--- config.mk ---
export PLATFORM = sky130hd
export DESIGN_NAME = rs232_receiver
export DESIGN_NICKNAME = d
export VERILOG_FILES = /design/src/rtl/rs232_pkg.sv /design/src/rtl/rs232_baud_tick_gen.sv /design/src/rtl/rs232_receiver.sv
export SDC_FILE = /design/constraint.sdc
export NUM_CORES = 1
export LEC_CHECK = 0
export BUFFER_PORTS_ARGS = -buffer_cell sky130_fd_sc_hd__buf_2
export CAP_MARGIN = 0
export CORE_MARGIN = 2
export CORE_UTILIZATION = 63
export CTS_BUF_LIST = sky130_fd_sc_hd__clkbuf_8 sky130_fd_sc_hd__clkbuf_16
export DETAILED_ROUTE_END_ITERATION = 10
export PLACE_DENSITY = 0.88
export SLEW_MARGIN = 10
export SYNTH_ARGS = -nofsm -noshare
export SYNTH_HDL_FRONTEND = slang
export SYNTH_SLANG_ARGS = --single-unit
--- constraint.sdc ---
create_clock -name clock -period 3.2 [get_ports clock]
set_input_delay 0.32 -clock clock [delete_from_list [all_inputs] [get_ports clock]]
set_output_delay 0.32 -clock clock [all_outputs]
set_load 0.01 [all_outputs]
--- src/rtl/rs232_pkg.sv ---
// Shared definitions for the RS-232 receive path (and later the transmitter).
// Holds the receiver state encoding, the baud-accumulator increment function
// and the mid-bit sample index helpers.
package rs232_pkg;

    localparam int unsigned DEFAULT_OVERSAMPLE = 16;

    typedef enum logic [2:0] {
        IDLE  = 3'd0,
        START = 3'd1,
        DATA  = 3'd2,
        STOP  = 3'd3,
        BREAK = 3'd4
    } rx_state_t;

    // Fractional accumulator increment, rounded to nearest, in 64-bit arithmetic.
    function automatic int unsigned baud_inc(
        input longint unsigned clock_freq,
        input longint unsigned baud_rate,
        input longint unsigned oversample,
        input longint unsigned acc_width
    );
        longint unsigned num;
        num = ((baud_rate * oversample) << (acc_width - 64'd4)) + (clock_freq >> 5);
        return 32'(num / (clock_freq >> 4));
    endfunction

    // Three consecutive sample ticks centred on the middle of a bit.
    function automatic int unsigned mid_sample_lo(input int unsigned oversample);
        return oversample / 2 - 1;
    endfunction

    function automatic int unsigned mid_sample(input int unsigned oversample);
        return oversample / 2;
    endfunction

    function automatic int unsigned mid_sample_hi(input int unsigned oversample);
        return oversample / 2 + 1;
    endfunction

endpackage

--- src/rtl/rs232_baud_tick_gen.sv ---
// Fractional baud tick generator: one-cycle tick at BAUD_RATE*OVERSAMPLE on average.
// Ports: clock, reset_neg (async active-low), clear (sync), tick (carry of accumulator).
module rs232_baud_tick_gen
    import rs232_pkg::*;
#(
    parameter int unsigned CLOCK_FREQ     = 100000000,
    parameter int unsigned BAUD_RATE      = 115200,
    parameter int unsigned OVERSAMPLE     = 16,
    parameter int unsigned BAUD_ACC_WIDTH = 16
) (
    input  logic clock,
    input  logic reset_neg,
    input  logic clear,
    output logic tick
);

    localparam int unsigned W   = BAUD_ACC_WIDTH;
    localparam int unsigned INC = baud_inc(64'(CLOCK_FREQ), 64'(BAUD_RATE),
                                           64'(OVERSAMPLE), 64'(BAUD_ACC_WIDTH));
    localparam logic [W:0] INC_W = (W+1)'(INC);

    logic [W:0] acc;

    // Carry bit is dropped every cycle and re-emerges as the tick.
    always_ff @(posedge clock or negedge reset_neg) begin
        if (!reset_neg) begin
            acc <= '0;
        end else if (clear) begin
            acc <= '0;
        end else begin
            acc <= {1'b0, acc[W-1:0]} + INC_W;
        end
    end

    assign tick = acc[W];

endmodule

--- src/rtl/rs232_receiver.sv ---
// UART 8N1 receiver, LSB first, oversampled with 2-of-3 mid-bit majority vote.
// Ports: clock, reset_neg (async active-low), Present_Processing_Completed (sync clear),
//        rx_receiver (async serial in), rx_dataout (last good byte),
//        rx_dataout_ready / rx_framing_error (1-cycle strobes), rx_busy (frame in progress).
module rs232_receiver
    import rs232_pkg::*;
#(
    parameter int unsigned CLOCK_FREQ     = 100000000,
    parameter int unsigned BAUD_RATE      = 115200,
    parameter int unsigned OVERSAMPLE     = 16,
    parameter int unsigned BAUD_ACC_WIDTH = 16
) (
    input  logic       clock,
    input  logic       reset_neg,
    input  logic       Present_Processing_Completed,
    input  logic       rx_receiver,
    output logic [7:0] rx_dataout,
    output logic       rx_dataout_ready,
    output logic       rx_framing_error,
    output logic       rx_busy
);

    localparam int unsigned SW = $clog2(OVERSAMPLE);
    localparam logic [SW-1:0] MID_LO = SW'(mid_sample_lo(OVERSAMPLE));
    localparam logic [SW-1:0] MID    = SW'(mid_sample(OVERSAMPLE));
    localparam logic [SW-1:0] MID_HI = SW'(mid_sample_hi(OVERSAMPLE));

    logic            tick;
    logic            rx_meta, rxs;
    rx_state_t       state, state_next;
    logic [SW-1:0]   scnt, scnt_next;
    logic            s0, s0_next, s1, s1_next;
    logic [7:0]      shift, shift_next;
    logic [2:0]      bidx, bidx_next;
    logic [7:0]      dout_next;
    logic            ready_next, ferr_next;
    logic            majority, decide;

    rs232_baud_tick_gen #(
        .CLOCK_FREQ     (CLOCK_FREQ),
        .BAUD_RATE      (BAUD_RATE),
        .OVERSAMPLE     (OVERSAMPLE),
        .BAUD_ACC_WIDTH (BAUD_ACC_WIDTH)
    ) u_tick (
        .clock     (clock),
        .reset_neg (reset_neg),
        .clear     (Present_Processing_Completed),
        .tick      (tick)
    );

    // Third vote is the live synchronized bit on the deciding tick.
    assign majority = (s0 & s1) | (s0 & rxs) | (s1 & rxs);
    assign decide   = tick && (scnt == MID_HI);

    // State register, synchronizer and registered outputs.
    always_ff @(posedge clock or negedge reset_neg) begin
        if (!reset_neg) begin
            rx_meta          <= 1'b1;
            rxs              <= 1'b1;
            state            <= IDLE;
            scnt             <= '0;
            s0               <= 1'b1;
            s1               <= 1'b1;
            shift            <= '0;
            bidx             <= '0;
            rx_dataout       <= 8'h00;
            rx_dataout_ready <= 1'b0;
            rx_framing_error <= 1'b0;
            rx_busy          <= 1'b0;
        end else if (Present_Processing_Completed) begin
            rx_meta          <= 1'b1;
            rxs              <= 1'b1;
            state            <= IDLE;
            scnt             <= '0;
            s0               <= 1'b1;
            s1               <= 1'b1;
            shift            <= '0;
            bidx             <= '0;
            rx_dataout       <= 8'h00;
            rx_dataout_ready <= 1'b0;
            rx_framing_error <= 1'b0;
            rx_busy          <= 1'b0;
        end else begin
            rx_meta          <= rx_receiver;
            rxs              <= rx_meta;
            state            <= state_next;
            scnt             <= scnt_next;
            s0               <= s0_next;
            s1               <= s1_next;
            shift            <= shift_next;
            bidx             <= bidx_next;
            rx_dataout       <= dout_next;
            rx_dataout_ready <= ready_next;
            rx_framing_error <= ferr_next;
            rx_busy          <= (state_next != IDLE);
        end
    end

    // Next-state and next-output logic.
    always_comb begin
        state_next = state;
        scnt_next  = tick ? scnt + SW'(1) : scnt;
        s0_next    = (tick && scnt == MID_LO) ? rxs : s0;
        s1_next    = (tick && scnt == MID)    ? rxs : s1;
        shift_next = shift;
        bidx_next  = bidx;
        dout_next  = rx_dataout;
        ready_next = 1'b0;
        ferr_next  = 1'b0;

        case (state)
            IDLE: begin
                if (tick && !rxs) begin
                    state_next = START;
                    scnt_next  = '0;
                end
            end
            START: begin
                if (decide) begin
                    state_next = majority ? IDLE : DATA;
                    bidx_next  = '0;
                end
            end
            DATA: begin
                if (decide) begin
                    shift_next = {majority, shift[7:1]};
                    bidx_next  = bidx + 3'd1;
                    if (bidx == 3'd7) begin
                        state_next = STOP;
                    end
                end
            end
            STOP: begin
                // Leave at mid-stop-bit so a following start edge is not missed.
                if (decide) begin
                    if (majority) begin
                        dout_next  = shift;
                        ready_next = 1'b1;
                        state_next = IDLE;
                    end else begin
                        ferr_next  = 1'b1;
                        state_next = BREAK;
                    end
                end
            end
            BREAK: begin
                if (tick && rxs) begin
                    state_next = IDLE;
                end
            end
            default: state_next = IDLE;
        endcase
    end

endmodule

# --- Word-level counts from Yosys, hierarchy flattened ---
# Cells that the tools add are included.
classes:
  add_sub_neg: 3
  eq_ne: 10
  mux: 41
  bitwise: 5
  reduce_logical: 18
op_table:
  columns: ["op", "n"]
  rows:
  - ["$mux W8", 7]
  - ["$mux W3", 11]
  - ["$add A16 B11 Y17 const B", 1]
  - ["$mux W17", 1]
  - ["$mux W4", 4]
  - ["$mux W1", 15]
  - ["$pmux W3 S5", 1]
  - ["$reduce_bool A2 Y1", 6]
  - ["$eq A4 B4 Y1 const B", 2]
  - ["$eq A3 B2 Y1 const B", 2]
  - ["$eq A3 B3 Y1 const B", 2]
  - ["$ne A3 B3 Y1 const B", 2]
  - ["$pmux W3 S2", 1]
  - ["$reduce_and A3 Y1", 2]
  - ["$reduce_bool A3 Y1", 2]
  - ["$logic_and A1 B1 Y1", 5]
  - ["$add A4 B1 Y4 const B", 1]
  - ["$eq A4 B3 Y1 const B", 1]
  - ["$add A3 B1 Y3 const B", 1]
  - ["$and A1 B1 Y1", 3]
  - ["$eq A3 B1 Y1 const B", 1]
  - ["$logic_not A3 Y1", 1]
  - ["$mux W2", 1]
  - ["$or A1 B1 Y1", 2]
  - ["2 further kinds", 2]
totals:
  ff_bits: 50
  in_bits: 4
  output_inout_bits: 11

# --- Longest topological paths before layout ---
# Gate-level depths: netlist (run 1).
depth:
  word_depth: 8
  mapped_depth: 8
  ltp_nobuf: 7

# --- Hierarchy ---
# Synthesis (run 1) repeated with hierarchy kept, for this count alone.
unflattened:
  cells_unflattened: 206
  hier_area_um2: 2264.7
by_module_without_submodules:
  columns: ["module", "n_inst", "cells_per_inst", "area_each_um2", "seq_area_each_um2"]
  rows:
  - ["rs232_receiver", 1, 136, 1572.8, 830.8]
  - ["rs232_baud_tick_gen", 1, 70, 691.9, 350.3]

# --- Worst setup path before layout (run 1) ---
# No wires, ideal clock.
synth_timing:
  path_kind: "register to register"
  start: "register scnt[1]"
  end: "register rx_busy"
  t_arrival_ns: 1.552
  t_required_ns: 3.136
  slack_ns: 1.584
  stages_incl_launch_ff: 7
  n_path_buf: 0
  synth_period_minus_slack_ns: 1.616
  path_cell_list: "dfrtp_1 inv_1 ha_1 nand4b_4 or4_1 a211oi_2 or3_1"
synth_via:
  elab_chain_len: 6
  elab_cells_between_ends: 8
synth_rtl:
  columns: ["item", "line", "text"]
  rows:
  - ["from (decl)", "rs232_receiver.sv:31", "logic [SW-1:0] scnt, scnt_next;"]
  - ["from (signal assigned)", "rs232_receiver.sv:87", "scnt <= scnt_next;"]
  - ["$eq A4 B4 Y1 (*)", "rs232_receiver.sv:53", "assign decide = tick && (scnt == MID_HI);"]
  - ["$logic_and A1 B1 Y1 (*)", "rs232_receiver.sv:53", null]
  - ["$mux W3 (on tied branches)", "rs232_receiver.sv:135, rs232_receiver.sv:119, rs232_receiver.sv:125", null]
  - ["$pmux W3 S5 (*)", "rs232_receiver.sv:111", "case (state)"]
  - ["$reduce_bool A3 Y1 (*)", "rs232_receiver.sv:95", "rx_busy <= (state_next != IDLE);"]
  - ["$mux W1 (*)", "rs232_receiver.sv:70", "end else if (Present_Processing_Completed) begin"]
  - ["to (signal assigned)", "rs232_receiver.sv:95", null]
  - ["to (decl)", "rs232_receiver.sv:20", "output logic rx_busy"]
# Every way passes the cells marked *; elsewhere a longest branch is shown, timed or not.
# A chain may end at the register's enable or synchronous reset.

# --- Worst setup path in the final report (run 1) ---
layout_timing:
  start: "register scnt[1]"
  end: "register bidx[2]"
layout_via:
  elab_chain_len: 4
  elab_cells_between_ends: 5
layout_rtl:
  columns: ["item", "line", "text"]
  rows:
  - ["$eq A4 B4 Y1 (*)", "rs232_receiver.sv:53", null]
  - ["$logic_and A1 B1 Y1 (*)", "rs232_receiver.sv:53", null]
  - ["$ne A3 B3 Y1 (no source line)", null, null]
  - ["$reduce_and A3 Y1 (no source line) (*)", null, null]
  - ["to (signal assigned)", "rs232_receiver.sv:91", "bidx <= bidx_next;"]
  - ["to (decl)", "rs232_receiver.sv:34", "logic [2:0] bidx, bidx_next;"]
# Marks and branches as above.

==> results of run 1 <==
-- how the worst max path moves through the flow --
stage                      startpoint                         to  slack, ns  cells after the start
global route        scnt[1]$_DFF_PN0_        bidx[0]$_DFFE_PN0P_       0.89                      7
detailed placement  scnt[1]$_DFF_PN0_  rx_dataout[4]$_DFFE_PN0P_       1.12                      7
finish              scnt[1]$_DFF_PN0_        bidx[2]$_DFFE_PN0P_       1.11                      7
CTS                 scnt[1]$_DFF_PN0_  rx_dataout[4]$_DFFE_PN0P_       1.10                      7
floorplan           scnt[1]$_DFF_PN0_          rx_busy$_DFF_PN0_       1.58                      6
global placement    scnt[1]$_DFF_PN0_  rx_dataout[3]$_DFFE_PN0P_       1.20                      7
-- flip-flops by register name, indices dropped and copies added, names as in the netlist --
name              count
u_tick.acc           14
rx_dataout            8
shift                 8
scnt                  4
bidx                  3
state                 3
rx_busy               1
rx_dataout_ready      1
rx_framing_error      1
rx_meta               1
rxs                   1
s0                    1
s1                    1
-- metal layers --
layer,vias to the layer above,part of all wire [%],track usage [%]
met5,-,0,0
met4,0,1.1,7.778
met3,4,2.4,5.616
met2,21,53,37.36
met1,697,43,25.03
li1,667,-,-
-- cells in the final DEF (no fill, tap or decap), types with 5 or more instances in the layout --
cell type,instances
inv_1,8
nand2_1,6
dfrtp_1,43
buf_2,14
nor2_1,35
a21oi_1,6
clkbuf_8,5
xor2_1,9
mux2i_1,17
ha_1,6
-- worst reg2reg max path, stage by stage (launching register included) --
cell and delay [ns]:
dfrtp_1 0.41, inv_1 0.09, ha_1 0.19, nand4b_4 0.12
nor2_1 0.22, nand3_1 0.45, nor2_1 0.35, a22o_1 0.19
-- kinds of logic after synthesis --
group                      after synthesis  share of synthesized area, %
and+or+nand+nor                         69                         16.69
DFF                                     47                         55.46
AOI/OAI and AO/OA                       22                         7.874
muxes                                   18                         8.519
buffers and inverters                   14                         3.290
xor gates and xnor gates                10                         4.113
adders and majority gates                7                         4.054
-- through the flow --
step / utilization [%] / cells / area (um2) / total power [W]
5_1_grt: 69.75 / 247 / 2291 / 0.001084
6_report: 69.75 / 247 / 2291 / 0.001031
3_5_place_dp: 67.28 / 239 / 2210 / 0.0007154
4_1_cts: 69.75 / 247 / 2291 / 0.001044
3_3_place_gp: 67.28 / 239 / 2210 / 0.0007072
2_1_floorplan: - / 187 / 2130 / 0.0006873
-- power groups by stage --
stage                     clock network, W  logic (W)  registers [W]
final                             0.000327  0.0000696       0.000634
after global routing              0.000366  0.0000809       0.000637
after CTS                         0.000340  0.0000712       0.000634
after detailed placement                 0  0.0000704       0.000645
after global placement                   0  0.0000644       0.000643
after floorplan                          0  0.0000468       0.000641
-- layout make-up --
| class | count | area [um2] |
|---|---|---|
| Sequential cell | 47 | 1181 |
| Fill cell | 236 | 993.5 |
| Multi-Input combinational cell | 126 | 878.3 |
| Timing Repair Buffer | 14 | 70.07 |
| Clock buffer | 5 | 68.82 |
| Tap cell | 46 | 57.56 |
| Inverter | 6 | 22.52 |
| Clock inverter | 3 | 12.51 |
==> run summary, run 1 <==
Outcome = finished, final reports clean
RR Endpoint = bidx[2]$_DFFE_PN0P_
DIE WIDTH = 62.14 um
DRC = 0
Total GRT Usage = 21.21%
Ratio of cells with drive above 1 in the final layout = 15.92%
Maximum clock rate = 478.6 MHz
CTS tree = built
Final-report max-slew violation count = 0
Port Buffers = 14
Relative max-transition margin = 34.81%
Worst-Skew Late Latency = 0.29 ns
Vias/cell = 5.623
Register area share after synthesis = 55.46%
Overflow left after global routing = 0
Antenna-violating nets left = 0
Cts hold-fix bufs = 0
Number of synthesized flops with an enable pin = 0
Number of global-route vias before repair = 1457
Routability cong. = 0.7602
Logic pwr share = 6.8%
Clk sinks = 47
Most common cell in the netlist = dfrtp_1
Setup TNS Final = 0 ns
Crit-path leading delay family = simple AND/OR/NAND/NOR gates
Initial antenna violation count = 0
Final HPWL DP = 2442 um
Post-CTS Resized = 0
CTS H-tree lvls = 2
CTS clock-pin slew for the worst setup and hold paths = 0.08 ns
Num rows = 21
PD cells = 449.9 nW/um2
Clk buf depth = 2
Worst hold slack = 0.1844 ns
Post-route setup slack = 1.111 ns
Psw = 0.0002460 W
Unrepaired setup endpoints after global routing = false
Worst VDD drop = 421.7 uV
Setup violations, final = 0
Post-Syn Nets = 197
Total wire length = 3516 um
Synth Instances = 187
Largest net degree at the start of global routing = 48
Final-stage net count = 210
Synthesized cell area = 2130 um2
Critical path startpoint category = flip-flop
CORE AREA = 3284 um2
Clock skew = 0.004957 ns
Clock root buffer = clkbuf_8
First-pass GRT wire length = 6486 um
ANT cells = 0
Min Tclk post-route = 2.089 ns
Syn Area/Cell = 11.39 um2
FF-to-FF path depth = 7
Area share of the largest cell type after synthesis = 50.53%
Area grow syn2layout = 7.579%
Clock group share of total power = 31.8%
Setup slack after placement = 1.118 ns
Ys async rst share = 100.0%
Num CTS Buffers = 5
Leakage = 1.244 nW
Worst hold path class = input port to async pin
Worst path cell trace = inv_1 -> ha_1 -> nand4b_4 -> nor2_1 -> nand3_1 -> nor2_1 -> a22o_1
Max FO, Critical Path = 9
Top area cells in the synthesized netlist = dfrtp_1 51%, mux2i_1 8.0%, nor2_1 6.2%
Top cells by count, synth = 43 x dfrtp_1, 35 x nor2_1, 17 x mux2i_1, 9 x xor2_1
Register share of total power = 61.5%
Routed vias = 1389
1st-iter DRT viols = 130
Internal power = 0.0007848 W
FF-to-FF Start = scnt[1]$_DFF_PN0_
Starting Density = 64.84%
Synth Flop Type = dfrtp_1
Worst Tran Pin Value = 0.9778 ns
Synth warn = 0
Io pins = 15
Slowest cell on the critical path = nand3_1
# Max-Cap Violations = 0
Seq cells post-synth = 47
Synth unique cells = 40
Post-synth top area cell = dfrtp_1
Worst Path Arrival = 2.32 ns
Final hold vios = 0
CP Buf/Inv Count = 1
Final Cycle Share = 65.29%
Net Sw Frac = 23.87%
Setup Fix Bufs, Post-CTS = 0
Req. time, crit path = 3.43 ns
Kind of critical path = flip-flop to flip-flop
Most Frequent Cell on Critical Path = nor2_1
Die H = 62.14 um
Reg2Reg Setup Slack = 1.11 ns
CP Capture Type = flip-flop
CP max stage delay = 0.45 ns
Mean routed wirelength per cell = 14.23 um
Die area = 3861 um2
First-pass detailed-route iteration total = 4
No activity file was read; power rests on OpenSTA's default activity.
==> run 2: changes to the inputs <==
Settings changed: ABC_AREA set to 1, CORE_UTILIZATION 63 to 59, PLACE_DENSITY 0.88 to 0.83.
Clock period 3.2 ns to 2.01 ns, I/O delays scaled along.
==> run 2 against run 1 <==
- sequential power grew 58%
- area after synthesis grew 7.3%
- flip-flop and latch count unchanged
- largest power group unchanged
- design area up 10%
==> run summary, run 2 <==
CP Capture Type = flip-flop (unchanged)
FF-to-FF path depth = 9 (was 7)
# Max-Cap Violations = 0 (unchanged)
Maximum clock rate = 666.1 MHz (was 478.6 MHz)
Area share of the largest cell type after synthesis = 47.07% (was 50.53%)
1st-iter DRT viols = 170 (was 130)
Die H = 66.25 um (was 62.14 um)
Max FO, Critical Path = 8 (was 9)
Overflow left after global routing = 0 (unchanged)
Reg with most FFs = u_tick.acc (unchanged)
CTS H-tree lvls = 2 (unchanged)
Synth Instances = 278 (was 187)
CTS tree = built (unchanged)
Relative max-transition margin = 70.30% (was 34.81%)
Setup Fix Bufs, Post-CTS = 0 (unchanged)
Worst hold path class = input port to flip-flop (was input port to async pin)
Final core utilization = 68.59% (was 69.75%)
Mean routed wirelength per cell = 11.72 um (was 14.23 um)
CP Launch Point = scnt[1]$_DFF_PN0_ (unchanged)
Most common cell in the netlist = nand2_1 (was dfrtp_1)
Most frequent cells in the layout = 88 x nand2_1, 43 x dfrtp_1, 34 x inv_1 (was 43 x dfrtp_1, 35 x nor2_1, 17 x mux2i_1)
Syn Area/Cell = 8.223 um2 (was 11.39 um2)
Critical path startpoint category = flip-flop (unchanged)
Clock skew = 0.01076 ns (was 0.004957 ns)
Req. time, crit path = 2.20 ns (was 3.43 ns)
FF-to-FF Start = scnt[1]$_DFF_PN0_ (unchanged)
Setup violations, final = 0 (unchanged)
Die area = 4388 um2 (was 3861 um2)
Num CTS Buffers = 5 (unchanged)
RR Endpoint = rx_dataout[3]$_DFFE_PN0P_ (was bidx[2]$_DFFE_PN0P_)
Routability cong. = 0.8308 (was 0.7602)
ANT cells = 0 (unchanged)
Hold_sp = rx_receiver
Synthesized cell area = 2286 um2 (was 2130 um2)
Worst-Skew Late Latency = 0.30 ns (was 0.29 ns)
Clk sinks = 47 (unchanged)
WHS Endpoint = rx_meta$_DFF_PN1_
Final HPWL DP = 3109 um (was 2442 um)
Num rows = 22 (was 21)
Final-report max-slew violation count = 0 (unchanged)
Final-stage net count = 308 (was 210)
Min Tclk post-route = 1.501 ns (was 2.089 ns)
Worst Tran Pin Value = 0.4455 ns (was 0.9778 ns)
Total wire length = 4068 um (was 3516 um)
Top cells by count, synth = 88 x nand2_1, 43 x dfrtp_1, 34 x inv_1, 33 x nor2_1, 15 x nand3_1 (was 43 x dfrtp_1, 35 x nor2_1, 17 x mux2i_1, 9 x xor2_1)
DIE WIDTH = 66.25 um (was 62.14 um)
Synth Flop Type = dfrtp_1 (unchanged)
Routed vias = 1772 (was 1389)
Total GRT Usage = 21.54% (was 21.21%)
Ratio of cells with drive above 1 in the final layout = 14.72% (was 15.92%)
Port Buffers = 14 (unchanged)
Antenna-violating nets left = 0 (unchanged)
Io pins = 15 (unchanged)
Register area share after synthesis = 51.67% (was 55.46%)
Final Cycle Share = 74.69% (was 65.29%)
Post-Syn Nets = 288 (was 197)
Placed Cells = 338 (was 239)
Kind of critical path = flip-flop to flip-flop (unchanged)
Synth warn = 0 (unchanged)
Post-synth top area cell = dfrtp_1 (unchanged)
Commonest non-fill, non-tap cell in the layout = nand2_1 (was dfrtp_1)
Starting Density = 61.97% (was 64.84%)
Final hold vios = 0 (unchanged)
Filler cell count in the final layout = 298 (was 236)
Top area cells in the synthesized netlist = dfrtp_1 47%, nand2_1 14%, inv_1 5.6% (was dfrtp_1 51%, mux2i_1 8.0%, nor2_1 6.2%)
Worst hold slack = 0.08347 ns (was 0.1844 ns)
Number of synthesized flops with an enable pin = 0 (unchanged)
Largest net degree at the start of global routing = 20 (was 48)
Clock root buffer = clkbuf_8 (unchanged)
First-pass detailed-route iteration total = 6 (was 4)
Initial antenna violation count = 0 (unchanged)
Ys async rst share = 100.0% (unchanged)
First-pass GRT wire length = 7272 um (was 6486 um)
Area grow syn2layout = 10.67% (was 7.579%)
Unrepaired setup endpoints after global routing = false (unchanged)
Outcome = finished, final reports clean (unchanged)
Clk buf depth = 2 (unchanged)
CORE AREA = 3689 um2 (was 3284 um2)
Worst VDD drop = 439.3 uV (was 421.7 uV)
DRC = 0 (unchanged)
Number of global-route vias before repair = 1754 (was 1457)
Reg2Reg Setup Slack = 0.51 ns (was 1.11 ns)
CTS clock-pin slew for the worst setup and hold paths = 0.09 ns (was 0.08 ns)
Final cell count without fillers = 347 (was 247)
PD cells = 728.8 nW/um2 (was 449.9 nW/um2)
Largest regs = u_tick.acc: 14 flops, rx_dataout: 8 flops, shift: 8 flops (unchanged)
Vias/cell = 5.107 (was 5.623)
Worst Hold Depth = 2
Seq cells post-synth = 47 (unchanged)
Setup TNS Final = 0 ns (unchanged)
Synth unique cells = 28 (was 40)
Worst Path Arrival = 1.69 ns (was 2.32 ns)
Largest register FFs = 14 (unchanged)
Leakage = 1.397 nW (was 1.244 nW)
[run 2: cell count changes after synthesis, sizes merged, moves of 5 or more]
| cell | delta |
|---|---|
| a21oi | +7 |
| mux2i | -17 |
| nand2 | +84 |
| inv | +32 |
| xor2 | -7 |
| o21ai | +5 |
| nand3 | +14 |
[run 2: timing repair]
| item | 4_1_cts | 5_1_grt |
|---|---|---|
| setup endpoints to repair | 0 | 0 |
| resized for setup | 0 | 0 |
| hold endpoints to repair | 7 | 0 |
| hold buffers | 1 | 0 |
[run 2: logic make-up after synthesis]
logic type / count (synthesis) / share of synthesized area [%]
simple gates: 154 / 30.54
flops: 47 / 51.67
buf+inv: 42 / 7.389
compound gates: 27 / 6.349
fa+ha+maj: 6 / 3.284
xor+xnor: 2 / 0.7664
[run 2: layer usage]
metal	track usage (%)	vias to the layer above	wire length, um
li1	-	899	-
met3	5.111	8	137
met4	8.418	0	55
met5	0	-	0
met1	26.53	832	1894
met2	36.38	33	1981
[run 2: per-stage QoR]
step	area, um2	setup slack, ns	power [W]
after floorplan	2286	0.6618	0.001107
after global placement	2405	0.5747	0.001150
after detailed placement	2405	0.5158	0.001156
after CTS	2530	0.5002	0.001855
after global routing	2530	0.3703	0.001916
final	2530	0.5087	0.001844
[run 2: layout make-up]
class                   instances  area (um2)  area share (%)
clock buffers                   5       68.82           2.720
clock inverters                 3       46.29           1.830
inverters                      38       142.6           5.638
multi-input cells             189       935.9           36.99
flip-flops and latches         47        1181           46.69
well taps                      48       60.06           2.374
repair buffers                 17       95.09           3.759
[run 2: worst max-delay path: stages, from the launching register on]
cell and delay, ns:
dfrtp_1 0.39, inv_1 0.11, ha_1 0.20, inv_1 0.10, nor2_8 0.16, nand2_4 0.08, nor2_4 0.14, nor2_4 0.07
nand2_1 0.08, nand2_1 0.05
[run 2: power by group]
group          switching, W  leakage, nW  internal (W)  total [W]
Combinational     0.0000958        0.710     0.0000424   0.000138
Clock              0.000329       0.0548      0.000375   0.000704
Sequential        0.0000271        0.632      0.000975    0.00100
Total              0.000452         1.40       0.00139    0.00184
[run 2: how the worst max path moves through the flow]
stage               depth (start not counted)  slack, ns                         to
global placement                            9       0.57  rx_dataout[0]$_DFFE_PN0P_
detailed placement                          9       0.52  rx_dataout[2]$_DFFE_PN0P_
CTS                                         9       0.50  rx_dataout[2]$_DFFE_PN0P_
floorplan                                   9       0.66  rx_dataout[0]$_DFFE_PN0P_
global route                                9       0.37  rx_dataout[7]$_DFFE_PN0P_
finish                                      9       0.51  rx_dataout[3]$_DFFE_PN0P_
